### config.mk
export PLATFORM = sky130hd
export DESIGN_NAME = oam_dma_ctrl
export DESIGN_NICKNAME = d
export VERILOG_FILES = /design/src/rtl/nes_bus_pkg.sv /design/src/rtl/oam_dma_ctrl.sv
export SDC_FILE = /design/constraint.sdc
export NUM_CORES = 1
export LEC_CHECK = 0
export CAP_MARGIN = 5
export CORE_UTILIZATION = 40
export DETAILED_ROUTE_END_ITERATION = 6
export PLACE_DENSITY = 0.79
export SLEW_MARGIN = 20
export SYNTH_ARGS = -nofsm -noshare
export SYNTH_HDL_FRONTEND = slang
export SYNTH_SLANG_ARGS = --single-unit
### constraint.sdc
create_clock -name clk -period 2.4 [get_ports clk]
set_input_delay 0.6 -clock clk [delete_from_list [all_inputs] [get_ports clk]]
set_output_delay 0.6 -clock clk [all_outputs]
set_load 0.01 [all_outputs]
### src/rtl/nes_bus_pkg.sv
// Shared NES CPU-bus definitions: bus widths, the sprite-DMA register
// address and the sprite-DMA sequencer state encoding.
package nes_bus_pkg;

    localparam int NES_ADDR_W = 16;
    localparam int NES_DATA_W = 8;

    localparam logic [15:0] OAM_DMA_REG = 16'h4014;

    typedef enum logic [2:0] {
        IDLE  = 3'd0,
        HALT  = 3'd1,
        ALIGN = 3'd2,
        READ  = 3'd3,
        WRITE = 3'd4
    } dma_state_t;

endpackage : nes_bus_pkg

### src/rtl/oam_dma_ctrl.sv
// Sprite-DMA sequencer: a CPU write to DMA_REG_ADDR halts the CPU, takes
// the memory bus and copies XFER_LEN bytes from page {data,8'h00} into OAM
// starting at the OAMADDR value latched at trigger time.
//
// Optional feature macro: OAM_DMA_ALIGN_EN. When defined, a CPU-cycle
// parity bit is kept and an extra ALIGN cycle is inserted when HALT exits
// on an odd CPU cycle. When undefined there is no parity register and no
// ALIGN state.
module oam_dma_ctrl
    import nes_bus_pkg::*;
#(
    parameter int                ADDR_W       = NES_ADDR_W,
    parameter int                DATA_W       = NES_DATA_W,
    parameter int                XFER_LEN     = 256,
    parameter int                OAM_AW       = 8,
    parameter logic [ADDR_W-1:0] DMA_REG_ADDR = ADDR_W'(OAM_DMA_REG)
) (
    input  logic              clk,
    input  logic              reset,
    input  logic              cpu_ce,
    input  logic [ADDR_W-1:0] cpu_addr,
    input  logic [DATA_W-1:0] cpu_wdata,
    input  logic              cpu_wr,
    input  logic [OAM_AW-1:0] oam_base,
    output logic              rdy,
    output logic              bus_grant,
    output logic [ADDR_W-1:0] dma_addr,
    output logic              dma_rd,
    input  logic [DATA_W-1:0] dma_rdata,
    output logic [OAM_AW-1:0] oam_addr,
    output logic [DATA_W-1:0] oam_data,
    output logic              oam_we,
    output logic              oam_dma
);

    // Byte index width; a single-byte transfer still needs one bit.
    localparam int IDX_W = (XFER_LEN > 1) ? $clog2(XFER_LEN) : 1;
    // Low part of the read address below the page byte.
    localparam int LO_W  = ADDR_W - DATA_W;

    localparam logic [IDX_W-1:0] IDX_LAST = IDX_W'(XFER_LEN - 1);
    localparam logic [IDX_W-1:0] IDX_ONE  = IDX_W'(1);
    localparam logic [IDX_W-1:0] IDX_ZERO = IDX_W'(0);

    // Read address is the page byte followed by the zero-extended index;
    // the index never carries into the page.
    function automatic logic [ADDR_W-1:0] read_addr_of(
        input logic [DATA_W-1:0] pg,
        input logic [IDX_W-1:0]  i
    );
        return {pg, LO_W'(i)};
    endfunction

    // OAM destination wraps modulo 2^OAM_AW.
    function automatic logic [OAM_AW-1:0] oam_addr_of(
        input logic [OAM_AW-1:0] ob,
        input logic [IDX_W-1:0]  i
    );
        return ob + OAM_AW'(i);
    endfunction

    dma_state_t          state_r;
    logic [IDX_W-1:0]    idx_r;
    logic [DATA_W-1:0]   page_r;
    logic [OAM_AW-1:0]   ob_r;
    logic                trig_s;
    logic                last_s;

`ifdef OAM_DMA_ALIGN_EN
    logic                parity_r;
`endif

    // Trigger decode and end-of-transfer detect.
    always_comb begin
        trig_s = 1'b0;
        last_s = 1'b0;
        if (cpu_wr && (cpu_addr == DMA_REG_ADDR)) begin
            trig_s = 1'b1;
        end else begin
            trig_s = 1'b0;
        end
        if (idx_r == IDX_LAST) begin
            last_s = 1'b1;
        end else begin
            last_s = 1'b0;
        end
    end

`ifdef OAM_DMA_ALIGN_EN
    // CPU-cycle parity: toggles on every CPU cycle from reset.
    always_ff @(posedge clk or negedge reset) begin
        if (!reset) begin
            parity_r <= 1'b0;
        end else if (cpu_ce) begin
            parity_r <= ~parity_r;
        end
    end
`endif

    // Sequencer: state, counter, latched page/base and all registered outputs.
    always_ff @(posedge clk or negedge reset) begin
        if (!reset) begin
            state_r   <= IDLE;
            idx_r     <= IDX_ZERO;
            page_r    <= {DATA_W{1'b0}};
            ob_r      <= {OAM_AW{1'b0}};
            rdy       <= 1'b1;
            bus_grant <= 1'b0;
            dma_addr  <= {ADDR_W{1'b0}};
            dma_rd    <= 1'b0;
            oam_addr  <= {OAM_AW{1'b0}};
            oam_data  <= {DATA_W{1'b0}};
            oam_we    <= 1'b0;
            oam_dma   <= 1'b0;
        end else begin
            // The OAM strobe lasts one clk regardless of cpu_ce spacing.
            oam_we <= 1'b0;
            if (cpu_ce) begin
                case (state_r)
                    IDLE: begin
                        if (trig_s) begin
                            page_r  <= cpu_wdata;
                            ob_r    <= oam_base;
                            idx_r   <= IDX_ZERO;
                            rdy     <= 1'b0;
                            oam_dma <= 1'b1;
                            state_r <= HALT;
                        end else begin
                            state_r <= IDLE;
                        end
                    end
                    HALT: begin
                        // The CPU write cycle has completed; the bus is ours.
                        bus_grant <= 1'b1;
`ifdef OAM_DMA_ALIGN_EN
                        if (parity_r) begin
                            state_r <= ALIGN;
                        end else begin
                            dma_addr <= read_addr_of(page_r, idx_r);
                            dma_rd   <= 1'b1;
                            state_r  <= READ;
                        end
`else
                        dma_addr <= read_addr_of(page_r, idx_r);
                        dma_rd   <= 1'b1;
                        state_r  <= READ;
`endif
                    end
`ifdef OAM_DMA_ALIGN_EN
                    ALIGN: begin
                        // Dummy cycle with no bus access to reach an even cycle.
                        dma_addr <= read_addr_of(page_r, idx_r);
                        dma_rd   <= 1'b1;
                        state_r  <= READ;
                    end
`endif
                    READ: begin
                        oam_data <= dma_rdata;
                        oam_addr <= oam_addr_of(ob_r, idx_r);
                        oam_we   <= 1'b1;
                        dma_rd   <= 1'b0;
                        state_r  <= WRITE;
                    end
                    WRITE: begin
                        if (last_s) begin
                            idx_r     <= IDX_ZERO;
                            rdy       <= 1'b1;
                            bus_grant <= 1'b0;
                            oam_dma   <= 1'b0;
                            state_r   <= IDLE;
                        end else begin
                            idx_r    <= idx_r + IDX_ONE;
                            dma_addr <= read_addr_of(page_r, idx_r + IDX_ONE);
                            dma_rd   <= 1'b1;
                            state_r  <= READ;
                        end
                    end
                    default: begin
                        // Unreachable encoding: fall back to a released bus.
                        idx_r     <= IDX_ZERO;
                        rdy       <= 1'b1;
                        bus_grant <= 1'b0;
                        dma_rd    <= 1'b0;
                        oam_dma   <= 1'b0;
                        state_r   <= IDLE;
                    end
                endcase
            end
        end
    end

endmodule : oam_dma_ctrl

==> out/results.txt <==
Initial Util = 41.8%
CTS tree = yes
Area after DPL = 4020 µm²
Worst-Margin Slew = 552 ps
switching power = 0.000429 W
Area Overhead vs Synth = 37.8%
CP Cell Sequence = ha_1 > nand3_4 > or3_4 > nand2_4 > o31ai_4 > buf_4 > mux2_4
final setup vio count = 0
row count = 31
Top Metal Used = met4
CP arrival = 2350 ps
design area = 4200 µm²
initial drt markers = 92
Internal = 0.00160 W
Max-slew headroom = 63.2%
clk buf depth = 2
drt wl/cell = 14.4 µm
PostCTS Resize Cnt = 0
met2 WL = 3.26 mm
RSZ-0062 raised after global routing = no
Mapped Cells = 256
number of synthesized flops with an enable pin = 0
grt total ovfl = 0
DP HPWL = 4.91 mm
Max Clk Rate = 470 MHz
Crit Path Class = reg2reg
Clock Power Share = 41.7%
Port Buffers = 80
H-tree levels = 3
DR vias = 2231
first-pass GRT wire length = 11.0 mm
total CTS buffers = 9
Power Density = 483 nW/µm²
Seq/Total Area, Yosys = 52.6%
Leakage Power = 1.96 nW
Clock Tree Root = clkbuf_8
ys async rst share = 100%
CTS Hold Bufs = 0
Inst Count DP = 435
worst hold path class = in2async
mean number of vias per cell = 4.95
CP Data Required Time = 2620 ps
Max VDD drop = 0.371 mV
post-route setup slack = 273 ps
YS warnings = 0
Top FF cell, synth = dfrtp_1
fillers = 660
n_diodes = 0
Slew Limit Fails = 0
largest net degree at the start of global routing = 42
#FFs+latches synth = 64
NumNets Final = 400
Die Area = 7970 µm²
setup TNS = 0 ps
Flop pwr share = 53.2%
CP peak stage delay = 490 ps
Pre-Repair DR Iteration Count = 4
IO Pins = 81
share of cells above drive strength 1 = 21.6%
Post-Place Worst Slack = -30.4 ps
met3 routed WL = 337 µm
number of global-route vias before repair = 2256
Tot GR Track Use = 18.9%
M1 WL = 2.85 mm
Startpoint Class = register
CP max-delay cell = dfrtp_1
Layout Cells excl Fill = 451
GP Congestion = 0.838
clk_lat worst skew = 340 ps
crit-path max FO = 9
Yosys cell types = 43
nature of the critical path endpoint = register
Tcrit/Tclk final = 88.6%
Cell Area, Synth = 3050 µm²
final WL = 6.50 mm
status = finished clean
Final Util = 57.6%
syn_area_per_cell = 11.9 µm²
sw frac = 21.2%
CORE AREA = 7290 µm²
antenna violation net count after detailed routing = 0
syn nets = 309
initial antenna violation count = 0
Comb pwr share = 5.2%
minimum clock period = 2130 ps
postcts setup bufs = 0
final hold vios = 0
clk sinks = 64
die width = 89.3 µm
total of max-cap violations = 0
clk_skew = 5.28 ps
DIE HEIGHT = 89.3 µm
DRC viols = 0
Clk pin slew, worst setup/hold paths = 70 ps
cell type report:
class / count / area [µm²] / share of cell area, %
sequential: 64 / 1600 / 38.1
inverter: 4 / 15.0 / 0.357
clock buffer: 13 / 169 / 4.02
tap: 99 / 124 / 2.95
clock inverter: 3 / 15.0 / 0.357
multi-input combinational: 178 / 1380 / 32.8
timing repair buffer: 90 / 896 / 21.3
path summary, 6_finish.rpt:
path	from	endpoint	slack, ps	depth (start not counted)
max in group asynchronous	reset	rdy$_DFFE_PN1P_	1500	2
worst min-delay path	reset	oam_addr[4]$_DFFE_PN0P_	240	1
worst max register to register	idx_r[0]$_DFFE_PN0P_	dma_addr[0]$_DFFE_PN0P_	270	7
min in group clk	oam_addr[6]$_DFFE_PN0P_	oam_addr[6]$_DFFE_PN0P_	480	2
worst min register to register	oam_addr[6]$_DFFE_PN0P_	oam_addr[6]$_DFFE_PN0P_	480	2
worst max-delay path	idx_r[0]$_DFFE_PN0P_	dma_addr[0]$_DFFE_PN0P_	270	7
synthesized netlist by cell type, types with 2 or more instances:
cell,n,area [µm²]
dfrtp_1,63,1580
mux2_2,34,383
nand2_1,30,113
o21ai_0,20,100
nor2_1,12,45.0
a21oi_1,10,50.1
ha_1,8,100
mux2_4,8,120
xnor2_1,8,70.1
nand3_1,6,30.0
xor2_1,6,52.6
buf_2,5,25.0
inv_1,4,15.0
nor3_1,4,20.0
clkbuf_1,3,11.3
a21o_1,2,15.0
nand2b_1,2,12.5
nor2b_1,2,12.5
nor4b_1,2,17.5
o22a_1,2,17.5
o31ai_1,2,15.0
o41ai_1,2,17.5
power groups by stage:
stage	Combinational, W	Clock, W	Sequential [W]
global placement	0.000104	0	0.00110
finish	0.000105	0.000846	0.00108
global route	0.000114	0.000930	0.00108
detailed placement	0.000107	0	0.00110
CTS	0.000107	0.000872	0.00108
floorplan	0.00000750	0	0.00110
layer usage:
layer | vias to the layer above | GRT usage (%)
met1 | 1076 | 22.7
met2 | 61 | 31.4
met4 | 0 | 5.48
met5 | - | 0
met3 | 7 | 7.57
li1 | 1087 | -
flip-flops by register name, indices dropped and copies added (netlist names):
| name | count |
|---|---|
| dma_addr | 16 |
| idx_r | 8 |
| oam_addr | 8 |
| oam_data | 8 |
| ob_r | 8 |
| page_r | 8 |
| state_r | 3 |
| bus_grant | 1 |
| dma_rd | 1 |
| oam_dma | 1 |
| oam_we | 1 |
| rdy | 1 |
through the flow:
stage / power [W] / hold WS [ps]
2_1_floorplan: 0.00111 / 304
4_1_cts: 0.00206 / 245
3_5_place_dp: 0.00121 / 469
6_report: 0.00203 / 241
3_3_place_gp: 0.00120 / 460
5_1_grt: 0.00212 / 260
kinds of logic after synthesis:
group,share of synthesized area (%)
adder cells (fa/ha/maj),3.94
multiplexers,16.5
AO/OA/AOI/OAI,9.28
buffers and inverters,2.30
XOR/XNOR,4.02
flip-flops,52.6
AND/OR/NAND/NOR,11.4
layout by cell type, fill, tap and decap left out, drive strengths merged, types with 3 or more instances in the layout:
master / count
xor2: 6
nand3: 7
nor3: 4
xnor2: 8
clkdlybuf4s50: 79
o21ai: 20
nand2: 31
buf: 11
o31ai: 3
ha: 8
a21oi: 10
mux2: 42
nor2: 12
clkbuf: 13
dfrtp: 63
inv: 4
clkinv: 3
critical path, delay by kind of cell, from the launching register on:
kind	cells	cell delay [ps]
buf+inv	1	210
simple gates	3	640
mux	1	310
compound gates	1	60
fa+ha+maj	1	300
flops	1	490
Power figures use the tool's default switching activity.
